[src/rtl/milestone_sequencer.sv]
// Top-level run sequencer for the decoder: runs loader, Milestone 2, then Milestone 1,
// muxing the single SRAM port to whichever stage is active and watching each stage for a hang.
module milestone_sequencer #(
    parameter logic [23:0] TIMEOUT_CYCLES = 24'd12_000_000,
    parameter logic [2:0]  STAGE_GAP      = 3'd2
) (
    input  logic        Clock,
    input  logic        Reset,
    input  logic        Start,
    input  logic        LD_done,
    input  logic        M2_done,
    input  logic        M1_done,
    input  logic [17:0] LD_SRAM_address,
    input  logic [17:0] M2_SRAM_address,
    input  logic [17:0] M1_SRAM_address,
    input  logic [15:0] LD_SRAM_write_data,
    input  logic [15:0] M2_SRAM_write_data,
    input  logic [15:0] M1_SRAM_write_data,
    input  logic        LD_SRAM_we_n,
    input  logic        M2_SRAM_we_n,
    input  logic        M1_SRAM_we_n,
    output logic        LD_enable,
    output logic        M2_enable,
    output logic        M1_enable,
    output logic [17:0] SRAM_address,
    output logic [15:0] SRAM_write_data,
    output logic        SRAM_we_n,
    output logic [1:0]  Stage_id,
    output logic        Busy,
    output logic        Done,
    output logic        Error
);

    typedef enum logic [2:0] {
        S_IDLE,
        S_LOAD,
        S_GAP1,
        S_M2,
        S_GAP2,
        S_M1,
        S_DONE,
        S_ERROR
    } state_t;

    state_t      r_state;
    state_t      w_next;
    logic [23:0] r_watchdog;
    logic [2:0]  r_gap;
    logic        r_donePulse;
    logic        w_timeout;
    logic        w_gapExpired;
    logic        w_inStage;
    logic        w_inGap;

    assign w_timeout    = (r_watchdog == TIMEOUT_CYCLES - 24'd1);
    assign w_gapExpired = (r_gap == STAGE_GAP - 3'd1);
    assign w_inStage    = (r_state == S_LOAD) || (r_state == S_M2) || (r_state == S_M1);
    assign w_inGap      = (r_state == S_GAP1) || (r_state == S_GAP2);

    // Done wins over a timeout landing in the same cycle; with no gap the done pulse jumps straight on.
    always_comb begin
        w_next = r_state;
        case (r_state)
            S_IDLE:  if (Start) w_next = S_LOAD;
            S_LOAD: begin
                if (LD_done)        w_next = (STAGE_GAP == 3'd0) ? S_M2 : S_GAP1;
                else if (w_timeout) w_next = S_ERROR;
            end
            S_GAP1:  if (w_gapExpired) w_next = S_M2;
            S_M2: begin
                if (M2_done)        w_next = (STAGE_GAP == 3'd0) ? S_M1 : S_GAP2;
                else if (w_timeout) w_next = S_ERROR;
            end
            S_GAP2:  if (w_gapExpired) w_next = S_M1;
            S_M1: begin
                if (M1_done)        w_next = S_DONE;
                else if (w_timeout) w_next = S_ERROR;
            end
            S_DONE:  if (Start) w_next = S_LOAD;
            S_ERROR: w_next = S_ERROR;
            default: w_next = S_IDLE;
        endcase
    end

    // Counters restart on any state change so each stage and gap is timed from its own first cycle.
    always_ff @(posedge Clock) begin
        if (Reset) begin
            r_state     <= S_IDLE;
            r_watchdog  <= 24'd0;
            r_gap       <= 3'd0;
            r_donePulse <= 1'b0;
        end else begin
            r_state     <= w_next;
            r_donePulse <= (w_next == S_DONE) && (r_state != S_DONE);
            if (w_next != r_state)
                r_watchdog <= 24'd0;
            else if (w_inStage)
                r_watchdog <= r_watchdog + 24'd1;
            if (w_next != r_state)
                r_gap <= 3'd0;
            else if (w_inGap)
                r_gap <= r_gap + 3'd1;
        end
    end

    // Outside an active stage the SRAM port is parked with writes disabled.
    always_comb begin
        LD_enable       = 1'b0;
        M2_enable       = 1'b0;
        M1_enable       = 1'b0;
        SRAM_address    = 18'd0;
        SRAM_write_data = 16'd0;
        SRAM_we_n       = 1'b1;
        Stage_id        = 2'd0;
        case (r_state)
            S_LOAD: begin
                LD_enable       = 1'b1;
                SRAM_address    = LD_SRAM_address;
                SRAM_write_data = LD_SRAM_write_data;
                SRAM_we_n       = LD_SRAM_we_n;
                Stage_id        = 2'd1;
            end
            S_M2: begin
                M2_enable       = 1'b1;
                SRAM_address    = M2_SRAM_address;
                SRAM_write_data = M2_SRAM_write_data;
                SRAM_we_n       = M2_SRAM_we_n;
                Stage_id        = 2'd2;
            end
            S_M1: begin
                M1_enable       = 1'b1;
                SRAM_address    = M1_SRAM_address;
                SRAM_write_data = M1_SRAM_write_data;
                SRAM_we_n       = M1_SRAM_we_n;
                Stage_id        = 2'd3;
            end
            default: ;
        endcase
    end

    assign Busy  = (r_state != S_IDLE) && (r_state != S_DONE) && (r_state != S_ERROR);
    assign Done  = r_donePulse && (r_state == S_DONE);
    assign Error = (r_state == S_ERROR);

endmodule

[config.mk]
export PLATFORM = sky130hd
export DESIGN_NAME = milestone_sequencer
export DESIGN_NICKNAME = d
export VERILOG_FILES = /design/src/rtl/milestone_sequencer.sv
export SDC_FILE = /design/constraint.sdc
export NUM_CORES = 1
export LEC_CHECK = 0
export BUFFER_PORTS_ARGS = -buffer_cell sky130_fd_sc_hd__clkbuf_2
export CAP_MARGIN = 40
export CORE_UTILIZATION = 49
export DETAILED_ROUTE_END_ITERATION = 16
export PLACE_DENSITY = 0.88
export SLEW_MARGIN = 20
export SYNTH_ARGS = -nofsm -noshare
export SYNTH_HDL_FRONTEND = slang
export SYNTH_SLANG_ARGS = --single-unit
[constraint.sdc]
create_clock -name Clock -period 3.3 [get_ports Clock]
set_input_delay 0.66 -clock Clock [delete_from_list [all_inputs] [get_ports Clock]]
set_output_delay 0.66 -clock Clock [all_outputs]
set_load 0.005 [all_outputs]
==> results.md <==
- Cts bufs inserted: 5
- Xor/xnor share of the synthesized area: 8.35%
- Max transition margin: 49.8%
- Hold WC Path Type: flip-flop to flip-flop
- WP data arrival: 2100 ps
- Final Hold Vio Count: 0
- Final period demand of the worst path: 2760 ps
- Worst endpoint required time: 2640 ps
- Num Clock Sinks: 31
- Reg clk slew, reported paths: 70 ps
- Max_cap viols: 0
- Async S/R FF share, synth: 0%
- Mapped Area: 0.00273 mm2
- Post-synth EDFFs: 0
- Post-synth top flop: dfxtp_1
- Yosys top cell area share: 22.8%
- Kind of critical path: flip-flop to output pin
- Clk_lat worst skew: around 290 ps
- Hold wc startpoint: r_watchdog[18]
- DP Wirelength: between 7000 and 8000 um
- Syn Inst Count: about 360
- Area delta synth->final: 33.9%
- Die area: 0.00587 mm2
- Outcome: finished clean
- Netlist cell types: 48
- Nets@finish: between 600 and 700
- Max Used Layer: met4
- Starting Density: 52.1%
- Simple-gate share of the synthesized area: between 30% and 40%
- Metal2 WL: 4310 um
- Hold buffer count at cts: 0
- M1 wire length: roughly 3800 um
- Die Height: 76.6 um
- First-pass GRT wire length: 15100 um
- Root Driver: clkbuf_8
- Post-synthesis compound-gate area fraction: 13.4%
- Hold Path Sink: r_watchdog[18]
- Worst-Margin Slew: 751 ps
- N_diodes: 0
- Global placement routability congestion: 0.967
- Setup TNS: 0 ps
- Area of the multi-input gates: 0.00197 mm2
- Hold Crit Depth: 2
- Post-synthesis register bit count: 31
- Crit path max fanout: 44
- Chip width: 76.6 um
- Post-route clock period utilization: between 80% and 90%
- Commonest non-fill, non-tap cell in the layout: clkbuf_2
- Worst setup EP type: output pin
- Synth area leader: dfxtp_1
- Core Region: 0.00524 mm2
- Met3 wire length: roughly 1100 um
- Per-cell routed wire length: between 15 and 20 um
- ANT nets after route: 0
- R2r startpoint: r_state[1]
- Most frequent cells in the layout: clkbuf_2 (153), nand2_1 (48), mux2i_1 (37)
- Worst r2r path cells: 5
- Register area: around 630 um2
- Largest net degree at the start of global routing: 75
- Via count: around 3.2k
- Vias in the first global route: 2985
- Adder-cell share of the synthesized area: ~1.4%
- Drt pass-1 iters: 5
- Fmax: 0.362 GHz
- R2r setup slk: just over 1000 ps
- Drc violations: 0
- Fin util: between 60 and 70%
- Quantity of I/O buffers inserted on ports: 153
- Unrepaired setup endpoints after global routing: no
- Mean Syn Cell Area: 7.56 um2
- Setup violators final: 0
- # Post-CTS Setup Buffers: 0
- DRT Wirelength: 9420 um
- Htree depth: 2
- PostCTS Resize Cnt: 0
- Fin. max-slew vios: 0
- Grt ovf: 0
- GRT Overall Usage: 32.6%
- RR Endpoint: r_watchdog[11]
- Mapped Nets: 475
- CTS max path bufs: 2
- Largest family of logic cells by synthesized area: simple AND/OR/NAND/NOR gates
- Startpoint types: flip-flop
- Post-synthesis mux area share: around 14%
- I/O pin count: 154
- Cell Pwr Density: ~340 mW/mm2
- CTS tree: done
- VDD IR max: 0.353 mV
- Layout cells sized above 1: a little over a third
- Vias per Instance: 5.61
- Initial antenna violation count: 0
- Synth Warn #: 0
- Initial drt markers: around 150
- Fillers: between 400 and 500
- P_leak: around 1.6 nW
- Sequential area share after synthesis: 22.8%
- Clk_skew: 5.34 ps
- Largest cells by area after synthesis: dfxtp_1 (23%), mux2i_1 (14%), and2_1 (8.3%)
- Num rows: 26
## report_power, final
| group | internal, mW | switching [mW] |
|---|---|---|
| clock | 0.271 | 0.150 |
| sequential | 0.382 | 0.0140 |
| combinational | 0.195 | 0.231 |
| total | 0.848 | 0.395 |
## synth_stat cells, drive strengths merged, types with 2 or more instances
cell type  number
nand2          48
mux2i          37
and2           36
dfxtp          31
nor3           25
o22ai          22
nor2           21
buf            16
o21ai          14
xnor2          13
xor2           13
clkbuf         10
nand3          10
nand4           9
and3            6
inv             6
a21oi           5
nor4            5
nor2b           4
ha              3
nand2b          3
o211ai          3
a21o            2
and4            2
o21bai          2
or3             2
## sequential cells by signal, summed over array words and instances, names as in the netlist
register / count
r_watchdog: 24
r_donePulse: 1
r_gap: 3
r_state: 3
## cell type report
type	instances	share of cell area, %
Multi-Input combinational cell	298	53.8
Clock inverter	1	0.822
Inverter	6	0.617
Sequential cell	31	17.1
Tap cell	70	2.40
Clock buffer	7	2.67
Timing Repair Buffer	159	22.5
## layer usage
metal / vias up / track usage [%]
li1: 1552 / -
met1: 1432 / 41.2
met2: 192 / 53.9
met3: 31 / 8.38
met4: 0 / 10.4
met5: - / 0
## worst max-delay path by stage
stage,from,to,slack (ps),depth (start not counted)
2_1_floorplan,r_state[2],SRAM_we_n,1220,6
3_3_place_gp,r_state[1],SRAM_we_n,810,5
3_5_place_dp,r_state[1],SRAM_address[1],880,5
4_1_cts,r_state[1],SRAM_address[1],550,5
5_1_grt,r_state[1],SRAM_address[1],420,5
6_report,r_state[1],SRAM_address[1],540,5
## logic make-up (layout without fill, tap and decap cells)
group                    count (synthesis)  after routing
AND/OR/NAND/NOR                        175            175
AO/OA/AOI/OAI                           56             56
multiplexers                            38             38
buffers and inverters                   32            173
flip-flops                              31             31
XOR/XNOR                                26             26
adder cells (fa/ha/maj)                  3              3
## critical path: stages (launching register included)
cell      delay, ps
dfxtp_4         620
buf_12          320
mux2i_1         420
o21ai_0         130
and2_1          190
clkbuf_2        110
## stage by stage
| stage | setup WS [ps] | hold WS [ps] | std cells | power [mW] | cell area (um2) |
|---|---|---|---|---|---|
| after global routing | 423 | 585 | 572 | 1.31 | 3650 |
| after CTS | 554 | 541 | 572 | 1.24 | 3650 |
| after detailed placement | 881 | 531 | 564 | 0.821 | 3520 |
| final | 537 | 539 | 572 | 1.24 | 3650 |
| after global placement | 808 | 506 | 563 | 0.813 | 3520 |
| after floorplan | 1220 | 492 | 361 | 0.651 | 2730 |
No activity file was read; power rests on OpenSTA's default activity.
